[src/rtl/mcm_pkg.sv]
// Shared definitions for the multi-channel memory.
//   DEF_WIDTH / DEF_DEPTH / DEF_NUM_CH : default parameter values for multi_ch_mem
//   MAX_CH / CH_IDX_W / ch_idx_t       : channel index type, wide enough for up to 8 channels
package mcm_pkg;

  localparam int DEF_WIDTH  = 16;
  localparam int DEF_DEPTH  = 64;
  localparam int DEF_NUM_CH = 4;

  localparam int MAX_CH   = 8;
  localparam int CH_IDX_W = 3;

  typedef logic [CH_IDX_W-1:0] ch_idx_t;

endpackage

[src/rtl/multi_ch_mem_rr_arbiter.sv]
// Combinational round-robin arbiter. Searches ptr_i, ptr_i+1, ... (mod N) and
// grants the first requester found. The pointer register lives in the parent.
//   req_i       : request vector, one bit per channel
//   ptr_i       : channel with highest priority this cycle (must be < N)
//   gnt_o       : one-hot grant (all zero when nothing is requested)
//   gnt_idx_o   : index of the granted channel (0 when no grant)
//   gnt_valid_o : a grant was issued
module rr_arbiter
  import mcm_pkg::*;
#(
  parameter int N = DEF_NUM_CH
) (
  input  logic [N-1:0] req_i,
  input  ch_idx_t      ptr_i,
  output logic [N-1:0] gnt_o,
  output ch_idx_t      gnt_idx_o,
  output logic         gnt_valid_o
);

  // Padding to MAX_CH lets the 3-bit index select a request bit for any N.
  logic [MAX_CH-1:0]   req_pad;
  logic [CH_IDX_W:0]   cand;

  assign req_pad = MAX_CH'(req_i);

  always_comb begin
    cand        = '0;
    gnt_idx_o   = '0;
    gnt_valid_o = 1'b0;
    for (int k = 0; k < N; k++) begin
      // ptr_i < N and k < N, so one subtraction is enough for the wrap.
      cand = {1'b0, ptr_i} + (CH_IDX_W+1)'(k);
      if (cand >= (CH_IDX_W+1)'(N)) begin
        cand = cand - (CH_IDX_W+1)'(N);
      end
      if (!gnt_valid_o && req_pad[cand[CH_IDX_W-1:0]]) begin
        gnt_valid_o = 1'b1;
        gnt_idx_o   = cand[CH_IDX_W-1:0];
      end
    end
  end

  always_comb begin
    gnt_o = '0;
    for (int c = 0; c < N; c++) begin
      gnt_o[c] = gnt_valid_o && (gnt_idx_o == ch_idx_t'(c));
    end
  end

endmodule

[src/rtl/multi_ch_mem.sv]
// NUM_CH requesters share one WIDTH x DEPTH array through a round-robin
// arbiter; one transaction is serviced per cycle.
//   clk, rst : single clock, synchronous active-high reset
//   valid    : per-channel request valid
//   wr_rd    : per-channel 1=write, 0=read
//   addr     : channel c at [c*ADDR_WIDTH +: ADDR_WIDTH]
//   wdata    : channel c at [c*WIDTH +: WIDTH]
//   rdata    : per-channel registered read data, held until that channel's next read
//   ready    : per-channel one-cycle completion pulse
//   err      : out-of-range flag, meaningful while ready is high
// The array `mem` is not reset so preloaded contents survive rst.
module multi_ch_mem
  import mcm_pkg::*;
#(
  parameter int WIDTH      = DEF_WIDTH,
  parameter int DEPTH      = DEF_DEPTH,
  parameter int ADDR_WIDTH = $clog2(DEPTH),
  parameter int NUM_CH     = DEF_NUM_CH
) (
  input  logic                         clk,
  input  logic                         rst,
  input  logic [NUM_CH-1:0]            valid,
  input  logic [NUM_CH-1:0]            wr_rd,
  input  logic [NUM_CH*ADDR_WIDTH-1:0] addr,
  input  logic [NUM_CH*WIDTH-1:0]      wdata,
  output logic [NUM_CH*WIDTH-1:0]      rdata,
  output logic [NUM_CH-1:0]            ready,
  output logic [NUM_CH-1:0]            err
);

  localparam logic [ADDR_WIDTH:0] DEPTH_L = (ADDR_WIDTH+1)'(DEPTH);

  logic [WIDTH-1:0] mem [DEPTH];

  logic [NUM_CH-1:0]            elig;
  logic [NUM_CH-1:0]            gnt;
  ch_idx_t                      gnt_idx;
  logic                         gnt_any;

  logic [NUM_CH-1:0]            ready_q, ready_d;
  logic [NUM_CH-1:0]            err_q, err_d;
  logic [NUM_CH-1:0][WIDTH-1:0] rdata_q, rdata_d;
  ch_idx_t                      rr_ptr_q, rr_ptr_d;

  logic [ADDR_WIDTH-1:0]        sel_addr;
  logic [WIDTH-1:0]             sel_wdata;
  logic                         sel_wr;
  logic                         in_range;
  logic [WIDTH-1:0]             rd_word;
  logic                         do_write;

  // A channel in its ready cycle is masked so a held valid is not re-granted.
  assign elig = valid & ~ready_q;

  rr_arbiter #(.N(NUM_CH)) u_arb (
    .req_i       (elig),
    .ptr_i       (rr_ptr_q),
    .gnt_o       (gnt),
    .gnt_idx_o   (gnt_idx),
    .gnt_valid_o (gnt_any)
  );

  always_comb begin
    sel_addr  = '0;
    sel_wdata = '0;
    sel_wr    = 1'b0;
    for (int c = 0; c < NUM_CH; c++) begin
      if (gnt[c]) begin
        sel_addr  = addr[c*ADDR_WIDTH +: ADDR_WIDTH];
        sel_wdata = wdata[c*WIDTH +: WIDTH];
        sel_wr    = wr_rd[c];
      end
    end
  end

  // Zero-extended compare so DEPTH need not be a power of two.
  assign in_range = ({1'b0, sel_addr} < DEPTH_L);
  assign rd_word  = in_range ? mem[sel_addr] : '0;
  assign do_write = gnt_any && sel_wr && in_range;

  always_comb begin
    ready_d  = gnt;
    err_d    = (gnt_any && !in_range) ? gnt : '0;
    rdata_d  = rdata_q;
    rr_ptr_d = rr_ptr_q;
    for (int c = 0; c < NUM_CH; c++) begin
      if (gnt[c] && !sel_wr) begin
        rdata_d[c] = rd_word;
      end
    end
    if (gnt_any) begin
      rr_ptr_d = (gnt_idx == ch_idx_t'(NUM_CH-1)) ? '0 : ch_idx_t'(gnt_idx + ch_idx_t'(1));
    end
  end

  always_ff @(posedge clk) begin
    if (rst) begin
      ready_q  <= '0;
      err_q    <= '0;
      rdata_q  <= '0;
      rr_ptr_q <= '0;
    end else begin
      ready_q  <= ready_d;
      err_q    <= err_d;
      rdata_q  <= rdata_d;
      rr_ptr_q <= rr_ptr_d;
    end
  end

  // rst also blocks the write granted in the same cycle.
  always_ff @(posedge clk) begin
    if (!rst && do_write) begin
      mem[sel_addr] <= sel_wdata;
    end
  end

  assign rdata = rdata_q;
  assign ready = ready_q;
  assign err   = err_q;

endmodule
[config.mk]
export PLATFORM = sky130hd
export DESIGN_NAME = multi_ch_mem
export DESIGN_NICKNAME = d
export VERILOG_FILES = /design/src/rtl/mcm_pkg.sv /design/src/rtl/multi_ch_mem_rr_arbiter.sv /design/src/rtl/multi_ch_mem.sv
export SDC_FILE = /design/constraint.sdc
export NUM_CORES = 1
export LEC_CHECK = 0
export CAP_MARGIN = 20
export CORE_MARGIN = 1.5
export CORE_UTILIZATION = 45
export CTS_BUF_LIST = sky130_fd_sc_hd__clkbuf_4 sky130_fd_sc_hd__clkbuf_8
export DETAILED_ROUTE_END_ITERATION = 8
export PLACE_DENSITY_LB_ADDON = 0.3
export SYNTH_ARGS = -nofsm -noshare
export SYNTH_HDL_FRONTEND = slang
export SYNTH_SLANG_ARGS = --single-unit
[constraint.sdc]
create_clock -name clk -period 11.4 [get_ports clk]
set_clock_uncertainty 0.05 [all_clocks]
set_input_delay 2.28 -clock clk [delete_from_list [all_inputs] [get_ports clk]]
set_output_delay 2.28 -clock clk [all_outputs]
set_load 0.1 [all_outputs]
==> summary.md <==
| Metric | Value |
|---|---|
| Outcome | `finished clean` |
| Vias per inst | `6.30` |
| Cell variety after synth | `98` |
| Die X | `317 µm` |
| Rel. slew slack | `0.0784` |
| Area leader, netlist | `edfxtp_1` |
| Max-capacitance violation count | `0` |
| Cts repair resizes | `0` |
| Max Fclk | `111 MHz` |
| Detailed Place HPWL | `95400 µm` |
| Synth Area in XOR/XNOR | `0.000198` |
| Synth top area cells | `edfxtp_1, nand2_1, dfxtp_1` |
| Total grt overflow | `0` |
| Post-CTS Setup Repair Bufs | `0` |
| Clock transition at path regs | `0.06 ns` |
| Clk sinks | `1095` |
| Cell area after synthesis | `0.0442 mm²` |
| CTS tree | `done` |
| Synth Area in Adders | `0.00170` |
| Synth async-reset ratio | `0` |
| Final setup vio count | `0` |
| Cts bufs inserted | `175` |
| YS warnings | `0` |
| Post-synthesis mux area share | `0.0328` |
| Drt initial violations | `4721` |
| DR WL/cell | `31.7 µm` |
| Number of flops mapped to enable cells by yosys | `1024` |
| Syn Inst Count | `3160` |
| Highest-delay cell along the critical path | `nor4_2` |
| Post-Route Setup TNS | `0 ns` |
| H-tree depth | `4` |
| Compound-cell area share of the yosys netlist | `0.108` |
| Initial Utilization | `0.456` |
| Layout cells sized above 1 | `0.143` |
| Crit path buffers/inverters | `3` |
| CTS root buf | `clkbuf_8` |
| Crit path arrival time | `9.63 ns` |
| Port Buffer Count | `165` |
| GRT met1 Usage | `0.397` |
| Crit end category | `flop` |
| Final net count | `3563` |
| Top_reg_cell synth | `edfxtp_1` |
| Drt drc | `0` |
| # fillers | `8083` |
| Cell breakdown of the critical path | `clkdlybuf4s50_1 > nand2b_1 > mux4_2 > o32a_2 > nand4_4 > and2_1 > ha_1 > a211oi_1 > a221oi_4 > buf_4 > buf_4 > mux2i_1 > o2bb2ai_1 > nand3_1 > nand4_1 > or4_1 > nor4_2 > a211oi_1` |
| Io pins | `170` |
| Critical Path Max Stage Delay | `0.95 ns` |
| Period utilisation layout | `0.791` |
| Vias in the first global route | `29100` |
| Via Count | `30600` |
| Sequential share of the synthesized area | `0.727` |
| Die extent in y | `317 µm` |
| Largest net degree at the start of global routing | `77` |
| Share of the synthesized area in the top cell type | `0.695` |
| Row count | `114` |
| Die area | `0.100 mm²` |
| Initial antenna violation count | `3` |
| Met2 Track Usage GR | `0.459` |
| Routed wire length | `154000 µm` |
| GRT Util Overall | `0.305` |
| Final Slew Violations | `0` |
| Setup CP Type | `in2reg` |
| #FFs+latches synth | `1095` |
| Met3 Track Usage GR | `0.0843` |
| CTS max path bufs | `3` |
| Clk_lat worst skew | `0.85 ns` |
| Gpl congestion | `1.01` |
| Post-synthesis simple-gate area fraction | `0.104` |
| Area grow syn2layout | `15.6%` |
| Final hold viol count | `0` |
| Hold Path Class | `reg2reg` |
| Max Fanout on Critical Path | `30` |
| CTS Hold Bufs | `0` |
| Busiest grt layer | `met2` |
| Final Critical Period | `9.02 ns` |
| First-pass GRT wire length | `216000 µm` |
| RSZ-0062 raised after global routing | `false` |
| Worst-Margin Slew | `1.38 ns` |
| WP data required | `12.02 ns` |
| CP Launch Type | `input pin` |
| Mapped Avg Cell Area | `14.0 µm²` |
| Post-DRT Antenna Nets | `0` |
| Core Region | `0.0970 mm²` |
| Largest family of logic cells by synthesized area | `compound AO/OA/AOI/OAI gates` |
| Crit-path leading delay family | `simple AND/OR/NAND/NOR gates` |
| Pre-antenna DRT Iters | `6` |
## cell families (layout without fill, tap and decap cells)
| logic type | Yosys count | count (layout) |
|---|---|---|
| compound gates | 662 | 662 |
| xor+xnor | 1 | 1 |
| buf+inv | 221 | 634 |
| other cells | 1 | 6 |
| fa+ha+maj | 6 | 6 |
| mux | 141 | 141 |
| flops | 1095 | 1095 |
| simple gates | 1033 | 1033 |
## metrics by stage
stage / hold slack [ns] / worst slack [ns] / area [µm²] / util / instances
after CTS: 0.451 / 2.56 / 51100 / 0.527 / 4852
after global placement: 0.439 / 1.74 / 47900 / 0.494 / 4556
after floorplan: 0.439 / 3.82 / 44200 / - / 3163
after detailed placement: 0.440 / 1.70 / 47900 / 0.494 / 4558
final: 0.449 / 2.38 / 51200 / 0.527 / 4854
after global routing: 0.460 / 2.19 / 51100 / 0.527 / 4853
## registers in the layout (all words and copies together) (netlist names)
signal	count
mem	1024
rdata	64
rr_ptr_q	3
ready	4
## per-layer routing
metal | vias up | part of all wire | wire [µm]
met5 | - | 0.000078 | 12
met4 | 2 | 0.064 | 9870
met3 | 440 | 0.13 | 20000
met2 | 2353 | 0.44 | 67700
met1 | 15000 | 0.37 | 56300
li1 | 12800 | - | -
## synthesized netlist by cell type, types with 21 or more instances
master	instances
o22ai_1	45
and3_1	21
a31oi_1	27
edfxtp_1	1024
mux2i_1	126
dfxtp_1	71
nand2_1	503
o21ai_0	62
a21oi_1	168
nor3_1	26
a211oi_1	53
a221oi_1	24
nand4_1	26
nor2_1	240
a22oi_1	57
buf_2	84
clkbuf_1	64
buf_4	27
nand3_1	135
## cell type report
cell class,instances,area (µm²),area share
multi-input combinational,1847,11200,0.219
timing repair buffer,330,2940,0.0575
sequential,1095,32200,0.629
tap,1276,1600,0.0312
clock buffer,236,2900,0.0567
antenna,2,5.00,0.0000978
clock inverter,58,314,0.00614
inverter,10,37.5,0.000734
## cells in the final DEF, fill, tap and decap left out, types with 41 or more instances in the layout
cell             instances
clkbuf_8               180
o21ai_0                 62
buf_4                  159
dfxtp_1                 71
clkdlybuf4s50_1        164
a211oi_1                53
nand3_1                135
a22oi_1                 57
clkbuf_4                56
o22ai_1                 45
edfxtp_1              1024
a21oi_1                168
mux2i_1                126
nor2_1                 222
nand2_1                503
clkinv_1                41
## worst register-to-register path: stages, from the launching register on
cell and delay (ns):
dfxtp_1 0.63, inv_2 0.11, ha_1 0.47, mux2_2 0.42
o32a_2 0.44, nand4_4 0.35, and2_1 0.26, ha_1 0.90
a211oi_1 0.32, a221oi_4 0.70, buf_4 0.50, buf_4 0.52
mux2i_1 0.26, o2bb2ai_1 0.10, nand3_1 0.13, nand4_1 0.18
or4_1 0.56, nor4_2 0.95, a211oi_1 0.19
## worst paths after layout
| check | start | endpoint | slack (ns) | cells past startpoint |
|---|---|---|---|---|
| hold reg to reg | rdata[16] | rdata[16] | 0.45 | 2 |
| setup reg to reg | rr_ptr_q[0] | rdata[62] | 3.19 | 18 |
| hold / removal | rdata[16] | rdata[16] | 0.45 | 2 |
| setup / recovery | valid[2] | rdata[62] | 2.38 | 18 |
Power is left out: the tool's default activity adds up to more than one toggle a clock period on the data nets, which glitch-free logic cannot reach.
